--- src/rtl/round_constant_inv_gen_pkg.sv ---
// Shared uBlock round-constant definitions: LFSR forward/inverse steps, constant mapping,
// seed and generator FSM encoding.
package round_constant_inv_gen_pkg;

  localparam logic [7:0] RC_SEED = 8'h6C;

  typedef enum logic [1:0] {
    StIdle,
    StWarmup,
    StReady
  } rc_state_e;

  // f(q): one forward LFSR step
  function automatic logic [7:0] rc_fwd_step(input logic [7:0] q);
    return {q[6:0], q[7] ^ q[6] ^ q[2] ^ q[1]};
  endfunction

  // g(s): exact inverse of rc_fwd_step, recovers the bit shifted out at the top
  function automatic logic [7:0] rc_inv_step(input logic [7:0] s);
    return {s[0] ^ s[7] ^ s[3] ^ s[2], s[7:1]};
  endfunction

  // M(d): expand one LFSR byte into the 32-bit round constant
  function automatic logic [31:0] rc_map(input logic [7:0] d);
    logic [7:0] p3;
    logic [7:0] p2;
    logic [7:0] p1;
    logic [7:0] p0;
    p3 = {d[7], ~d[6], d[5:0]};
    p2 = {d[7], ~d[6], d[5], ~d[4], d[3], ~d[2], d[1:0]};
    p1 = {d[7:5], ~d[4], d[3:1], ~d[0]};
    p0 = {d[7:3], ~d[2], d[1], ~d[0]};
    return {p3, p2, p1, p0};
  endfunction

endpackage

--- src/rtl/round_constant_inv_gen.sv ---
// Decryption-side round-constant generator: warms the LFSR up to the final round, then
// steps it backwards so constants come out from round ROUNDS-1 down to round 0.
module round_constant_inv_gen
  import round_constant_inv_gen_pkg::*;
#(
  parameter int unsigned ROUNDS = 16,
  parameter logic [7:0]  SEED   = RC_SEED,
  parameter int unsigned IDX_W  = 5
) (
  input  logic             clk,
  input  logic             rstn,
  input  logic             start,
  input  logic             round_cnt,
  output logic             busy,
  output logic             rc_valid,
  output logic [IDX_W-1:0] rc_idx,
  output logic             last,
  output logic [31:0]      round_constant
);

  localparam logic [IDX_W-1:0] LastIdx = IDX_W'(ROUNDS - 1);
  localparam logic [IDX_W-1:0] One     = IDX_W'(1);

  rc_state_e        state_q;
  logic [7:0]       lfsr_q;
  logic [IDX_W-1:0] cnt_q;

  always_ff @(posedge clk or negedge rstn) begin
    if (!rstn) begin
      state_q  <= StIdle;
      lfsr_q   <= 8'h00;
      cnt_q    <= '0;
      rc_idx   <= '0;
      busy     <= 1'b0;
      rc_valid <= 1'b0;
      last     <= 1'b0;
    end else begin
      unique case (state_q)
        StIdle: begin
          if (start) begin
            state_q <= StWarmup;
            lfsr_q  <= SEED;
            cnt_q   <= LastIdx;
            busy    <= 1'b1;
          end
        end
        StWarmup: begin
          lfsr_q <= rc_fwd_step(lfsr_q);
          cnt_q  <= cnt_q - One;
          if (cnt_q == One) begin
            state_q  <= StReady;
            rc_idx   <= LastIdx;
            busy     <= 1'b0;
            rc_valid <= 1'b1;
            last     <= 1'b0;
          end
        end
        StReady: begin
          // A restart takes priority over a pending backward step
          if (start) begin
            state_q  <= StWarmup;
            lfsr_q   <= SEED;
            cnt_q    <= LastIdx;
            busy     <= 1'b1;
            rc_valid <= 1'b0;
            last     <= 1'b0;
          end else if (round_cnt) begin
            if (rc_idx != '0) begin
              lfsr_q <= rc_inv_step(lfsr_q);
              rc_idx <= rc_idx - One;
              last   <= (rc_idx == One);
            end else begin
              state_q  <= StIdle;
              rc_valid <= 1'b0;
              last     <= 1'b0;
            end
          end
        end
        default: state_q <= StIdle;
      endcase
    end
  end

  // Constant for the round held in lfsr_q is M(f(q)); gated so nothing leaks while invalid
  assign round_constant = rc_valid ? rc_map(rc_fwd_step(lfsr_q)) : 32'h0;

endmodule

--- config.mk ---
export PLATFORM = sky130hd
export DESIGN_NAME = round_constant_inv_gen
export DESIGN_NICKNAME = d
export VERILOG_FILES = /design/src/rtl/round_constant_inv_gen_pkg.sv /design/src/rtl/round_constant_inv_gen.sv
export SDC_FILE = /design/constraint.sdc
export NUM_CORES = 1
export LEC_CHECK = 0
export BUFFER_PORTS_ARGS = -buffer_cell sky130_fd_sc_hd__clkbuf_2
export CAP_MARGIN = 0
export CORE_UTILIZATION = 45
export DETAILED_ROUTE_END_ITERATION = 10
export HOLD_SLACK_MARGIN = 0.03
export PLACE_DENSITY = 0.76
export SLEW_MARGIN = 20
export SYNTH_ARGS = -nofsm -noshare
export SYNTH_HDL_FRONTEND = slang
export SYNTH_SLANG_ARGS = --single-unit
--- constraint.sdc ---
create_clock -name clk -period 5.42 [get_ports clk]
set_input_delay 0.542 -clock clk [delete_from_list [all_inputs] [get_ports clk]]
set_output_delay 0.542 -clock clk [all_outputs]
set_load 0.05 [all_outputs]
## Word level (Yosys, flattened, before mapping)

Index checks and enable logic that the tools add are counted.

- Logic and storage cells: 76
- Input bits: 4
- Output and inout port bits: 40
- Register bits: 23

- Equality and inequality tests: 13
- Reductions and logical operators: 13
- Bitwise operators: 10
- $add $sub $neg: 2
- Multiplexer cells: 31

Operator list:

| cell | count |
|---|---|
| two-way mux 32 bit | 1 |
| two-way mux 8 bit | 4 |
| two-way mux 5 bit | 5 |
| case mux 8 bit (3 select lines) | 1 |
| case mux 5 bit (2 select lines) | 2 |
| AND reduction 4 bit | 3 |
| == test 5 x 1 -> 1 bit (second input constant) | 2 |
| two-way mux 2 bit | 5 |
| != test 2 bit (second input constant) | 5 |
| subtractor 5 x 1 -> 5 bit (second input constant) | 2 |
| two-way mux 1 bit | 9 |
| != test 3 bit (second input constant) | 3 |
| case mux 1 bit (2 select lines) | 3 |
| case mux 2 bit (3 select lines) | 1 |
| AND reduction 3 bit | 2 |
| XOR 1 bit | 6 |
| AND reduction 5 bit | 1 |
| nonzero test 5 bit | 1 |
| NOT 1 bit | 4 |
| nonzero test 2 bit | 2 |
| nonzero test 3 bit | 1 |
| == test 2 x 1 -> 1 bit (second input constant) | 1 |
| == test 2 bit (second input constant) | 1 |
| zero test 2 bit | 1 |
| other kinds (3) | 3 |

## Longest topological paths before layout

- Depth in word-level cells: 7
- Mapped depth: 7
- Depth with buffers taken out: 6

## Least setup slack after synthesis

Ideal clock, no wire load.

- Kind: reg-to-output
- Start: reg lfsr_q[2]
- End: out round_constant[24]
- Cell stages (with the launch flop): 6
- Data required time: 4.878 ns
- Buffers on the path: 1
- Slack: 2.773 ns
- Arrival: 2.105 ns
- Cell sequence: dfrtp_1 -> xnor2_1 -> xnor2_1 -> xnor2_1 -> nor2b_1 -> buf_4

- Cells in the longest elaborated chain, start to end: 3

RTL lines:

| what | line | source |
|---|---|---|
| start, declared | round_constant_inv_gen.sv:25 | `logic [7:0] lfsr_q;` |
| start signal, assigned | round_constant_inv_gen.sv:48 | `lfsr_q <= rc_fwd_step(lfsr_q);` |
| start signal, assigned | round_constant_inv_gen.sv:69 | `lfsr_q <= rc_inv_step(lfsr_q);` |
| XOR 1 bit (2 in a row) | round_constant_inv_gen_pkg.sv:15 | `return {q[6:0], q[7] ^ q[6] ^ q[2] ^ q[1]};` |
| two-way mux 32 bit | round_constant_inv_gen.sv:85 | `assign round_constant = rc_valid ? rc_map(rc_fwd_step(lfsr_q)) : 32'h0;` |
| end, declared | round_constant_inv_gen.sv:18 | `output logic [31:0] round_constant` |

No other way between the ends.

## Worst setup path after layout

- Start: reg lfsr_q[2]
- End: out round_constant[8]

- Cells in the longest elaborated chain, start to end: 4

RTL lines:

| what | line | source |
|---|---|---|
| XOR 1 bit (2 in a row) | round_constant_inv_gen_pkg.sv:15 |  |
| NOT 1 bit | round_constant_inv_gen_pkg.sv:31 | `p1 = {d[7:5], ~d[4], d[3:1], ~d[0]};` |
| two-way mux 32 bit | round_constant_inv_gen.sv:85 |  |

No other way between the ends.

==> flow_summary.json <==
{
  "status": "finished, final reports clean",
  "synth-compound-area-share_pct": 19.39,
  "ctsHoldBuffers": 0,
  "area_delta_synth_final_pct": 7.652,
  "insertedDiodeCount": 0,
  "final_common_cell": "clkbuf_2",
  "die_h_um": 63.18,
  "endpoint_kind": "output port",
  "synth_top_cell_by_area": "dfrtp_1",
  "antenna_found_initial": 0,
  "drc": 0,
  "synth_cell_types": 48,
  "yosys.area_share.simple_pct": 18.95,
  "die-area_um2": 3991,
  "maxSlewHeadroom_pct": 50.18,
  "cpMostUsedCell": "xnor2_1",
  "routedWlPerCell_um": 13.05,
  "placementRows": 21,
  "hold_violations": 0,
  "wl_mm": 3.249,
  "period_share_pct": 46.64,
  "maxSlewViolCount": 0,
  "synthXorXnorAreaFrac_pct": 3.640,
  "syn_area_um2": 1684,
  "synth_cells": 184,
  "cp_top_family": "XOR/XNOR gates",
  "htreeDepth": 1,
  "fin_skew_ns": 0.008701,
  "grt_overflow_total": 0,
  "synth_seq_cells": 23,
  "cts_buffer_depth": 2,
  "antenna_left": 0,
  "synth_mux_area_share_pct": 3.120,
  "pin_count": 44,
  "grt_pass1_vias": 1205,
  "crit_required_ns": 4.88,
  "final_cell_mix": "clkbuf_2 (43), dfrtp_1 (23), nand2_1 (15), and2_1 (10), ha_1 (10)",
  "path_max_fanout": 5,
  "cap_viol_max_count": 0,
  "viasPerCell": 5.378,
  "fin_tns_setup_ns": 0,
  "dr.pass1.iters": 4,
  "cp.arrival_ns": 1.99,
  "reg2reg_slack_ns": 3.05,
  "finalCriticalPeriod_ns": 2.528,
  "clock-sinks": 23,
  "insertion_delay_ns": 0.27,
  "drt_iter0_markers": 42,
  "grt_setup_unrepaired": "no",
  "coreArea_um2": 3468,
  "critPathKind": "reg -> out",
  "synth_edf_count": 0,
  "synth_top_family_by_area": "compound AO/OA/AOI/OAI gates",
  "io_buffers": 43,
  "start_util_pct": 48.56,
  "cts_tree": "done",
  "routabilityCongestion": 0.7856,
  "grtUsageTotal_pct": 18.09,
  "post_cts_buffers": 0,
  "cts_resized": 0,
  "synth_fp_nets": 198,
  "place_hpwl_mm": 2.368,
  "slowest_stage": "dfrtp_1",
  "clock-root-buffer": "clkbuf_8",
  "vias": 1339,
  "ys.flop_type": "dfrtp_1",
  "grt_max_degree": 24,
  "clock.fmax_ghz": 0.3956,
  "final_net_count": 218,
  "async_flop_share_pct": 100.0,
  "start_kind": "flop",
  "crit_chain": "xnor2_1, xnor2_1, xnor2_1, and2_1, clkbuf_2",
  "ys_warn_count": 0,
  "yosys-top-cells-area": "dfrtp_1 (34%), buf_4 (8.9%), ha_1 (7.4%)",
  "drive_above_1_share_pct": 26.11,
  "setup-violations-final": 0,
  "critPathBufInv": 1,
  "synth_top_area_share_pct": 34.18,
  "numCtsBuffers": 3,
  "die_w_um": 63.18,
  "worst_pin_slew_ns": 0.7474,
  "syn_area_per_cell_um2": 9.153,
  "seq_area_frac_synth_pct": 34.18,
  "synth_fa_ha_area_share_pct": 7.429,
  "hp-class": "in -> async",
  "grt_first_pass_wirelength_mm": 5.713,
  "slowest_delay_ns": 0.45,
  "clk_pin_slew_ns": 0.09
}
[routing by layer]
metal  vias up  part of all wire (%)  global-route usage [%]
li1        656                     -                       -
met3         5                   4.6                   2.355
met1       628                    48                   25.09
met5         -                     0                       0
met2        50                    45                   28.09
met4         0                   1.9                   7.955
[Yosys cell counts, types with 2 or more instances]
library cell  count
a21o_1            5
a21oi_1           4
a221oi_1          2
a22o_1            2
a31oi_1           5
a41oi_1           2
and2_1           10
buf_2             2
buf_4            20
clkbuf_1          5
dfrtp_1          23
ha_1             10
inv_1             8
mux2i_1           3
nand2_1          15
nand2b_1          3
nand3_1           6
nand4_1           2
nor2_1            8
nor2b_1           7
nor3_1            4
o21ai_0           4
o21ai_1           3
o41ai_1           2
xnor2_1           4
xor2_1            3
[flip-flops by register name (all words and copies together), names as in the netlist]
signal    cells
lfsr_q        8
cnt_q         5
rc_idx        5
state_q       2
busy          1
last          1
rc_valid      1
[cell families after synthesis]
family / after synthesis
fa+ha+maj: 10
xor+xnor: 7
simple gates: 60
compound gates: 42
flops: 23
buf+inv: 37
mux: 5
[metrics by stage]
| stage | utilization (%) | cell area, um2 | std cells | setup slack (ns) | hold WS [ns] |
|---|---|---|---|---|---|
| floorplan | - | 1684 | 184 | 2.773 | 0.2464 |
| global placement | 50.94 | 1767 | 245 | 3.117 | 0.4760 |
| global route | 52.27 | 1813 | 249 | 2.776 | 0.3015 |
| CTS | 52.27 | 1813 | 249 | 2.888 | 0.2673 |
| finish | 52.27 | 1813 | 249 | 2.892 | 0.2495 |
| detailed placement | 50.94 | 1767 | 245 | 3.043 | 0.4834 |
[cell type report]
type                    instances  area [um2]
fillers                       318        1655
multi-input cells             124       884.6
flip-flops and latches         23       575.6
repair buffers                 43       215.2
well taps                      46       57.56
clock buffers                   3       41.29
inverters                       9       33.78
clock inverters                 1       5.005
[worst paths after layout]
check | start | endpoint | cells after the start
max in group asynchronous | rstn | lfsr_q[5]$_DFFE_PN0P_ | 1
min | rstn | last$_DFFE_PN0P_ | 1
min reg2reg | busy$_DFFE_PN0P_ | busy$_DFFE_PN0P_ | 1
max | lfsr_q[2]$_DFFE_PN0P_ | round_constant[8] | 5
min in group clk | busy$_DFFE_PN0P_ | busy$_DFFE_PN0P_ | 1
max reg2reg | rc_idx[0]$_DFFE_PN0P_ | lfsr_q[0]$_DFFE_PN0P_ | 6
Power is left out: the tool's default activity adds up to more than one toggle a clock period on the data nets, which glitch-free logic cannot reach.
